===== config.mk =====
export PLATFORM = sky130hd
export DESIGN_NAME = instr_fetch_unit
export DESIGN_NICKNAME = d
export VERILOG_FILES = /design/src/rtl/instr_fetch_unit.sv
export SDC_FILE = /design/constraint.sdc
export NUM_CORES = 1
export LEC_CHECK = 0
export BUFFER_PORTS_ARGS = -buffer_cell sky130_fd_sc_hd__buf_2
export CAP_MARGIN = 20
export CELL_PAD_IN_SITES_DETAIL_PLACEMENT = 1
export CELL_PAD_IN_SITES_GLOBAL_PLACEMENT = 1
export CORE_MARGIN = 4
export CORE_UTILIZATION = 35
export DETAILED_ROUTE_END_ITERATION = 10
export GPL_ROUTABILITY_DRIVEN = 0
export PLACE_DENSITY_LB_ADDON = 0.1
export SLEW_MARGIN = 10
export SYNTH_ARGS = -nofsm -noshare
export SYNTH_HDL_FRONTEND = slang
export SYNTH_SLANG_ARGS = --single-unit

===== constraint.sdc =====
create_clock -name clk -period 2.1 [get_ports clk]
set_clock_uncertainty 0.15 [all_clocks]
set_input_delay 0.42 -clock clk [delete_from_list [all_inputs] [get_ports clk]]
set_output_delay 0.42 -clock clk [all_outputs]
set_load 0.02 [all_outputs]

===== src/rtl/instr_fetch_unit.sv =====
// instr_fetch_unit: PC owner and fetch sequencer between Control_Unit and the instruction RAM
module instr_fetch_unit #(
    parameter int IR_width = 12,
    parameter int PC_width = 8,
    parameter int MEM_LAT  = 1
) (
    input  logic                clk,
    input  logic                reset,
    input  logic                start,
    input  logic                halt,
    input  logic [1:0]          mem_read,
    input  logic                PC_Inc,
    input  logic                pc_load,
    input  logic [PC_width-1:0] pc_load_val,
    input  logic [IR_width-1:0] mem_rdata,
    output logic                mem_rd_en,
    output logic [PC_width-1:0] mem_addr,
    output logic [PC_width-1:0] pc,
    output logic [IR_width-1:0] opcode,
    output logic [IR_width-1:0] operand,
    output logic                ir_valid,
    output logic                op_valid,
    output logic                busy,
    output logic                err
);
    localparam logic [2:0] IDLE = 3'd0, READY = 3'd1, ISSUE = 3'd2, WAIT = 3'd3, CAPTURE = 3'd4;
    logic [2:0] state, state_n;
    logic [1:0] wcnt;
    logic tgt_op, halt_pend, req, accept;
    // CAPTURE doubles as an accept slot so back-to-back fetches lose no cycle
    always_comb begin
        req = mem_read == 2'b01 || mem_read == 2'b10;
        accept = req && (state == READY || state == CAPTURE);
        busy = state == ISSUE || state == WAIT || state == CAPTURE;
        state_n = state == IDLE  ? (start ? READY : IDLE) :
                  state == READY ? (accept ? ISSUE : (halt || halt_pend) && mem_read == 2'b00 ? IDLE : READY) :
                  state == ISSUE ? (MEM_LAT > 1 ? WAIT : CAPTURE) :
                  state == WAIT  ? (wcnt == 2'(MEM_LAT - 2) ? CAPTURE : WAIT) :
                  accept ? ISSUE : READY;
    end
    always_ff @(posedge clk) begin
        if (reset) begin
            state <= IDLE;
            wcnt <= '0;
            tgt_op <= 1'b0;
            halt_pend <= 1'b0;
            mem_rd_en <= 1'b0;
            mem_addr <= '0;
            pc <= '0;
            opcode <= '0;
            operand <= '0;
            ir_valid <= 1'b0;
            op_valid <= 1'b0;
            err <= 1'b0;
        end else begin
            state <= state_n;
            wcnt <= state == WAIT ? wcnt + 2'd1 : 2'd0;
            halt_pend <= state_n != IDLE && (halt_pend || (halt && busy));
            mem_rd_en <= accept;
            err <= err || mem_read == 2'b11 || (req && !accept);
            if (state != IDLE)
                pc <= pc_load ? pc_load_val : PC_Inc ? pc + PC_width'(1) : pc;
            if (state == CAPTURE) begin
                if (tgt_op) begin
                    operand <= mem_rdata;
                    op_valid <= 1'b1;
                end else begin
                    opcode <= mem_rdata;
                    ir_valid <= 1'b1;
                end
            end
            // a new fetch accepted on the capture edge invalidates its own target
            if (accept) begin
                mem_addr <= pc;
                tgt_op <= mem_read[1];
                if (mem_read[1])
                    op_valid <= 1'b0;
                else
                    ir_valid <= 1'b0;
            end
        end
    end
endmodule

==> results of run 1 <==
registers in the layout, indices dropped and copies added (netlist names):
| signal | cells |
|---|---|
| ir_valid | 1 |
| opcode | 12 |
| state | 3 |
| operand | 12 |
| pc | 8 |
| wcnt | 2 |
| halt_pend | 1 |
| tgt_op | 1 |
| mem_rd_en | 1 |
| op_valid | 1 |
| err | 1 |
| mem_addr | 8 |
cell usage after synthesis (2+ instances only):
library cell	n
a211oi_1	2
a21oi_1	31
a31oi_1	3
a32o_1	3
and2_1	2
and4_1	2
buf_2	6
buf_4	2
buf_6	2
clkbuf_1	7
dfxtp_1	51
ha_1	4
inv_1	5
mux2i_1	10
nand2_1	62
nand2b_1	2
nand3_1	7
nor2_1	20
nor2b_1	2
nor3b_1	2
o21ai_0	9
o22ai_1	2
o41ai_1	2
worst paths after layout:
| kind | from | end | cells after the start |
|---|---|---|---|
| worst min register to register | wcnt[0] | wcnt[0] | 1 |
| worst max register to register | state[0] | pc[7] | 3 |
| worst max-delay path | state[0] | busy | 3 |
| worst min-delay path | mem_rdata[6] | operand[6] | 3 |
through the flow:
stage / worst slack (ns) / hold slack, ns / total power [mW] / util
global placement: 0.202 / 0.271 / 1.32 / 0.431
finish: 0.0747 / 0.208 / 1.98 / 0.451
CTS: 0.00476 / 0.191 / 2.03 / 0.450
floorplan: 0.403 / 0.253 / 1.22 / -
detailed placement: 0.150 / 0.279 / 1.32 / 0.431
global route: 0.00682 / 0.196 / 2.11 / 0.451
power by group:
group	switching (mW)	internal, mW	leakage (nW)
clock	0.330	0.355	0.0581
sequential	0.0308	0.996	0.414
combinational	0.160	0.114	0.757
total	0.520	1.46	1.23
logic make-up after synthesis:
kind of cell    share of synthesized area
simple gates                        0.220
compound gates                      0.172
flops                               0.480
buf+inv                            0.0530
mux                                0.0471
fa+ha+maj                          0.0235
xor+xnor                          0.00412
layer usage:
| layer | wire length (um) | share of wire | global-route usage | vias up |
|---|---|---|---|---|
| met1 | 2620 | 0.46 | 0.203 | 911 |
| met5 | 0 | 0 | 0 | - |
| met2 | 2710 | 0.47 | 0.268 | 38 |
| met4 | 59 | 0.010 | 0.0432 | 0 |
| met3 | 310 | 0.054 | 0.0451 | 6 |
| li1 | - | - | - | 1004 |
critical path: cells and delay by family, from the launching register on:
family	cells	cell delay, ns
compound gates	1	0.15
buf+inv	1	0.18
flops	1	0.38
simple gates	1	0.44
final cells by class:
class | count | area [um^2]
repair buffers | 79 | 428
clock inverters | 3 | 43.8
fillers | 767 | 3250
well taps | 75 | 93.8
flip-flops and latches | 51 | 1020
clock buffers | 5 | 68.8
inverters | 5 | 18.8
multi-input cells | 181 | 992
what timing repair did:
action | 4_1_cts | 5_1_grt
endpoints found under the setup margin | 1 | 1
gates resized for setup | 2 | 3
hold buffers | 0 | 0
==> metrics.txt, run 1 <==
CTS tree=done; Largest stage delay, worst path=between 0.4 and 0.5 ns; setup tns final=0 ns; Core ar.=slightly below 6000 um^2; Leakage=between 1 and 1.5 nW; Initial Utilization=0.359; RSZ-0062 raised after global routing=false; Arrival @ worst endpoint=about 1.5 ns; number of global-route vias before repair=1975; most frequent cells in the layout=buf_2 (71), nand2_1 (62), dfxtp_1 (48), a21oi_1 (31), nor2_1 (20); Root Driver=clkbuf_8; peak supply drop=~0.31 mV; I/O pins=73; worst-path fanout max=9; Max Cap Viol=0; CTS Buf Count=5; setup bufs post-CTS=0; Net Count, Synth=286; final max-slew violation count=0; PwrDens=743 nW/um^2; synth-to-layout area growth=25.6%; largest net degree at the start of global routing=35; DP Cell Count=391; commonest non-fill, non-tap cell in the layout=buf_2; share of cells above drive strength 1=0.290; Hold Fails Final Rpt=0; WS Path Type=flop to primary output; Post-synth top flop=dfxtp_1; Routed Antenna Nets=0; slew at the pin with the worst max-slew slack=between 0.7 and 0.8 ns; Die ar.=7380 um^2; first-pass GRT wire length=around 9500 um; Post-synth EDFFs=0; post-synthesis async set-or-reset flop share=0; GR Util All Layers=0.161; HP Class=primary input to flop; Setup violations, final=0; worst skew pair latency=0.30 ns; flop2flop setup slack=between 0.3 and 0.4 ns; Mapped Avg Cell Area=approximately 8.4 um^2; clk slew on worst S/H paths=0.10 ns; main area contributors after synthesis=dfxtp_1 (48%), nand2_1 (11%), a21oi_1 (7.3%); Final Non-Filler Cells=399; Max Freq=between 400 and 500 MHz; design area=2670 um^2; initial antenna violation count=0; crit start category=flop; Rows=28; final worst path period share=0.964; outcome=finished clean; total global routing overflow=0; clk buf depth=2; Starting DRT DRC Count=33; DRC viols=0; Nets=between 300 and 400; First-pass DRT Iterations=4; Synth Register Bits=51; H-tree levels=2; IO buf count=72; Routed WL per cell=14.3 um; WP data required=about 1.5 ns; ANT cells=0; Crit-path slowest cell=or3b_4; vias per cell=between 4 and 5; Slew headroom=0.467; Tmin final=between 2 and 2.5 ns; Die Wd=about 86 um; Syn Inst Count=about 250; synthesized cell area=~2100 um^2; final wirelength=5700 um; clk sinks=slightly above 50; post-DP HPWL=approximately 4200 um; placed instance area=around 2600 um^2; synth warn=0; Die Ht=85.9 um; CP endpoint kind=primary output; worst path cell trace=or3b_4 > o21ai_1 > buf_4; Yosys top cell by area=dfxtp_1; Vias=1959; top-area cell type share of the netlist area=0.480; Synth cell types=39; post-synthesis sequential area ratio=0.480
(Power assumes the default switching activity.)
==> run 2: changes to the inputs <==
--- a/config.mk
+++ b/config.mk
@@ -5,13 +5,12 @@
 export SDC_FILE = /design/constraint.sdc
 export NUM_CORES = 1
 export LEC_CHECK = 0
-export BUFFER_PORTS_ARGS = -buffer_cell sky130_fd_sc_hd__buf_2
-export CAP_MARGIN = 20
 export CELL_PAD_IN_SITES_DETAIL_PLACEMENT = 1
 export CELL_PAD_IN_SITES_GLOBAL_PLACEMENT = 1
 export CORE_MARGIN = 4
-export CORE_UTILIZATION = 35
+export CORE_UTILIZATION = 44
 export DETAILED_ROUTE_END_ITERATION = 10
+export DONT_BUFFER_PORTS = 1
 export GPL_ROUTABILITY_DRIVEN = 0
 export PLACE_DENSITY_LB_ADDON = 0.1
 export SLEW_MARGIN = 10
==> metrics.txt, run 2 (synthesized netlist as in run 1, its figures left out) <==
final max-slew violation count=0 (unchanged); Max Freq=500 MHz (was 494 MHz); flop2flop setup slack=0.40 ns (was 0.34 ns); worst skew pair latency=0.30 ns (about the same); cells on worst reg2reg path=4 (was 3); worst-path fanout max=9 (unchanged); clk slew on worst S/H paths=0.09 ns (was 0.10 ns); crit path to=busy (unchanged); CTS Buf Count=5 (unchanged); final worst path period share=0.953 (was 0.964); number of global-route vias before repair=1722 (was 1975); Setup violations, final=0 (unchanged); DRC viols=0 (unchanged); I/O pins=73 (unchanged); Slew headroom=0.663 (was 0.467); Max Cap Viol=0 (unchanged); Nets=285 (was 355); Die ar.=6010 um^2 (was 7380 um^2); peak supply drop=0.402 mV (was 0.313 mV); Routed Antenna Nets=0 (unchanged); post-DP HPWL=3610 um (was 4170 um); WS Path Type=flop to primary output (unchanged); worst slack, placed=0.275 ns (was 0.150 ns); DP Cell Count=299 (was 391); Rows=25 (was 28); CTS tree=done (unchanged); WP data required=1.53 ns (about the same); most frequent cells in the layout=nand2_1 (62), dfxtp_1 (51), a21oi_1 (31), nor2_1 (20), mux2i_1 (10) (was buf_2 (71), nand2_1 (62), dfxtp_1 (48), a21oi_1 (31), nor2_1 (20)); total global routing overflow=0 (unchanged); commonest non-fill, non-tap cell in the layout=nand2_1 (was buf_2); H-tree levels=2 (unchanged); Tmin final=2.00 ns (was 2.03 ns); final wirelength=5170 um (was 5700 um); HP Class=primary input to flop (unchanged); IO buf count=0 (was 72); design area=2260 um^2 (was 2670 um^2); clk buf depth=2 (unchanged); Die Wd=77.5 um (was 85.9 um); CP endpoint kind=primary output (unchanged); Initial Utilization=0.453 (was 0.359); clk sinks=51 (unchanged); initial antenna violation count=0 (unchanged); Leakage=0.868 nW (was 1.23 nW); final setup margin=0.0993 ns (was 0.0747 ns); largest net degree at the start of global routing=46 (was 35); synth-to-layout area growth=6.18% (was 25.6%); Starting DRT DRC Count=84 (was 33); Die Ht=77.5 um (was 85.9 um); Hold Fails Final Rpt=0 (unchanged); Core ar.=4690 um^2 (was 5920 um^2); ANT cells=0 (unchanged); Reg-to-Reg End=halt_pend (was pc[7]); setup tns final=0 ns (unchanged); total power=1.79 mW (was 1.98 mW); Critical R2R Launch=state[0] (unchanged); GR Util All Layers=0.177 (was 0.161); Routed WL per cell=16.8 um (was 14.3 um); RSZ-0062 raised after global routing=false (unchanged); PwrDens=795 nW/um^2 (was 743 nW/um^2); Vias=1720 (was 1959); crit start category=flop (unchanged); outcome=finished clean (unchanged); placed instance area=2160 um^2 (was 2550 um^2); top flop regs=opcode x12, operand x12 (unchanged); First-pass DRT Iterations=4 (unchanged); Critical path origin=state[0] (unchanged); first-pass GRT wire length=8480 um (was 9530 um); share of cells above drive strength 1=0.0787 (was 0.290); Arrival @ worst endpoint=1.43 ns (was 1.46 ns); Final Non-Filler Cells=308 (was 399); vias per cell=5.58 (was 4.91); Root Driver=clkbuf_8 (unchanged); slew at the pin with the worst max-slew slack=0.504 ns (was 0.797 ns)
[run 2: changes by cell type in the layout (fill, tap and decap cells not counted), sizes merged]
cell         previous run  this run
bufinv                  1         0
buf                    79         8
dlygate4sd3             0         1
inv                     5         6
[run 2: metal layers]
metal / vias to the layer above / wire length, um / share of wire / global-route usage
met4: 0 / 28 / 0.0054 / 0.0480
met1: 803 / 2350 / 0.45 / 0.219
met5: - / 0 / 0 / 0
met3: 2 / 436 / 0.084 / 0.0766
met2: 50 / 2350 / 0.46 / 0.281
li1: 865 / - / - / -
[run 2: per-stage QoR]
stage / util / hold slack (ns)
global route: 0.481 / 0.000696
detailed placement: 0.460 / 0.272
CTS: 0.479 / 0.0131
floorplan: - / 0.253
global placement: 0.460 / 0.265
finish: 0.481 / 0.0263
[run 2: report_power, final]
| part | leakage [nW] | switching [mW] | internal, mW |
|---|---|---|---|
| sequential | 0.413 | 0.0492 | 0.995 |
| clock | 0.0483 | 0.328 | 0.235 |
| combinational | 0.407 | 0.108 | 0.0773 |
| total | 0.868 | 0.486 | 1.31 |
[run 2: worst min-delay path by stage]
| stage | to | cells after the start | slack (ns) | startpoint |
|---|---|---|---|---|
| after floorplan | wcnt[0] | 1 | 0.25 | wcnt[0] |
| after global placement | wcnt[0] | 1 | 0.27 | wcnt[0] |
| after detailed placement | wcnt[0] | 1 | 0.27 | wcnt[0] |
| after CTS | operand[9] | 1 | 0.01 | reset |
| after global routing | ir_valid | 1 | 0.0007 | reset |
| final | opcode[5] | 1 | 0.03 | reset |
[run 2: final cells by class]
type / count / area, um^2
clock inverters: 3 / 18.8
inverters: 5 / 18.8
clock buffers: 5 / 68.8
multi-input cells: 181 / 992
flip-flops and latches: 51 / 1020
well taps: 54 / 67.6
fillers: 593 / 2430
repair buffers: 9 / 70.1
[run 2: what timing repair did]
item,4_1_cts,5_1_grt
buffers inserted,0,0
hold buffers,0,1
gates resized for setup,0,1
hold endpoints to repair,0,8
setup endpoints to repair,0,1
[run 2: critical path, stage by stage, from the launching register on]
cell,delay (ns)
dfxtp_1,0.40
or3b_4,0.45
o21ai_1,0.28
==> run 3: changes to the inputs <==
==> constraint.sdc (replaced) <==
create_clock -name clk -period 2.3 [get_ports clk]
set_clock_uncertainty 0.15 [all_clocks]
set_input_delay 0.46 -clock clk [delete_from_list [all_inputs] [get_ports clk]]
set_output_delay 0.46 -clock clk [all_outputs]
set_load 0.02 [all_outputs]
==> metrics.txt, run 3 (synthesized netlist as in run 1, its figures left out) <==
Largest stage delay, worst path=0.61 ns (was 0.45 ns); Arrival @ worst endpoint=1.58 ns (was 1.43 ns); peak supply drop=0.381 mV (was 0.402 mV); Setup violations, final=0 (unchanged); number of global-route vias before repair=1671 (was 1722); First-pass DRT Iterations=4 (unchanged); worst skew pair latency=0.29 ns (was 0.30 ns); Die ar.=6010 um^2 (unchanged); synth-to-layout area growth=6.12% (was 6.18%); vias per cell=5.55 (was 5.58); final wirelength=4930 um (was 5170 um); WP data required=1.69 ns (was 1.53 ns); share of cells above drive strength 1=0.0683 (was 0.0787); met1 usage=0.202 (was 0.219); GR Util All Layers=0.169 (was 0.177); Worst Hold Margin=0.0680 ns (was 0.0263 ns); worst-path fanout max=12 (was 9); H-tree levels=2 (unchanged); total global routing overflow=0 (unchanged); grt met3 use=0.0696 (was 0.0766); post-DP HPWL=3500 um (was 3610 um); outcome=finished clean (unchanged); Vias=1682 (was 1720); CTS tree=done (unchanged); worst path cell trace=inv_1 > o21ai_0 (was or3b_4 > o21ai_1); setup tns final=0 ns (unchanged); most used routing layer in global routing=met2 (unchanged); Initial Utilization=0.453 (unchanged); clk buf depth=2 (unchanged); most frequent cells in the layout=nand2_1 (62), dfxtp_1 (50), a21oi_1 (31), nor2_1 (20), mux2i_1 (10) (was nand2_1 (62), dfxtp_1 (51), a21oi_1 (31), nor2_1 (20), mux2i_1 (10)); final worst path period share=0.950; slew at the pin with the worst max-slew slack=0.720 ns (was 0.504 ns); Rows=25 (unchanged); Crit-path slowest cell=o21ai_0 (was or3b_4); top flop regs=opcode x12, operand x12 (unchanged); DRC viols=0 (unchanged); largest net degree at the start of global routing=46 (unchanged); crit start category=flop (unchanged); Max Freq=457 MHz; RSZ-0062 raised after global routing=false (unchanged); HP Class=primary input to flop (unchanged); commonest non-fill, non-tap cell in the layout=nand2_1 (unchanged); Tmin final=roughly 2.2 ns; CP endpoint kind=primary output (unchanged); clk sinks=51 (unchanged); initial antenna violation count=0 (unchanged); ANT cells=0 (unchanged); grt met2 use=0.275 (was 0.281); I/O pins=73 (unchanged); Hold Buf Count CTS=0 (unchanged); final max-slew violation count=0 (unchanged); CTS Buf Count=5 (unchanged); Hold Fails Final Rpt=0 (unchanged); PwrDens=765 nW/um^2 (was 795 nW/um^2); WS Path Type=flop to primary output (unchanged); Root Driver=clkbuf_8 (unchanged); total power=1.73 mW (was 1.79 mW); Die Ht=77.5 um (unchanged); Nets=280 (was 285); Core ar.=4690 um^2 (unchanged); design area=2260 um^2 (about the same); Leakage=0.858 nW (was 0.868 nW); Die Wd=77.5 um (unchanged); Starting DRT DRC Count=48 (was 84); clk slew on worst S/H paths=0.09 ns (about the same); Slew headroom=0.515 (was 0.663); Routed Antenna Nets=0 (unchanged); placed instance area=2140 um^2 (was 2160 um^2); Routed WL per cell=16.3 um (was 16.8 um); first-pass GRT wire length=8180 um (was 8480 um); IO buf count=0 (unchanged); Max Cap Viol=0 (unchanged)
-- run 3: changes by cell type in the layout (fill, tap and decap cells not counted) --
cell | previous run | this run
dfxtp_2 | 0 | 1
clkinv_4 | 0 | 1
dlygate4sd3_1 | 1 | 0
dfxtp_1 | 51 | 50
bufinv_16 | 0 | 1
buf_12 | 0 | 1
clkinv_2 | 2 | 1
buf_4 | 8 | 3
inv_6 | 1 | 0
o21ai_0 | 8 | 9
o21ai_1 | 1 | 0
-- run 3: per-stage QoR --
| step | utilization | setup WS, ns | instances |
|---|---|---|---|
| 2_1_floorplan | - | 0.563 | 254 |
| 3_3_place_gp | 0.457 | 0.418 | 295 |
| 3_5_place_dp | 0.457 | 0.387 | 295 |
| 4_1_cts | 0.481 | 0.0473 | 303 |
| 5_1_grt | 0.481 | 0.0158 | 303 |
| 6_report | 0.481 | 0.114 | 303 |
-- run 3: timing repair --
item,4_1_cts,5_1_grt
gates resized for setup,0,1
setup buffers,0,0
endpoints found under the setup margin,0,1
-- run 3: layout make-up --
| cell class | instances | area (um^2) |
|---|---|---|
| fill | 565 | 2440 |
| clock inverter | 3 | 43.8 |
| tap | 54 | 67.6 |
| sequential | 51 | 1020 |
| multi-input combinational | 181 | 992 |
| clock buffer | 5 | 68.8 |
| inverter | 5 | 18.8 |
| timing repair buffer | 4 | 42.5 |
-- run 3: routing by layer --
layer	vias up	share of wire
met5	-	0
met4	0	0.0057
met3	2	0.094
met2	54	0.47
met1	773	0.43
li1	853	-
-- run 3: path summary, 6_finish.rpt --
path / from / end / slack [ns] / depth (start not counted)
hold reg to reg: wcnt[0] / wcnt[0] / 0.28 / 1
hold / removal: reset / opcode[7] / 0.07 / 1
setup / recovery: state[1] / busy / 0.11 / 2
setup reg to reg: state[1] / halt_pend / 0.42 / 4
-- run 3: critical path: cells and delay by family, from the launching register on --
kind / cells / cell delay [ns]
buf+inv: 1 / 0.12
flops: 1 / 0.55
compound gates: 1 / 0.61
-- run 3: where the power goes --
part           internal, mW  leakage [nW]  switching (mW)
combinational        0.0691         0.387          0.0838
sequential            0.908         0.413          0.0537
clock                 0.324        0.0581           0.287
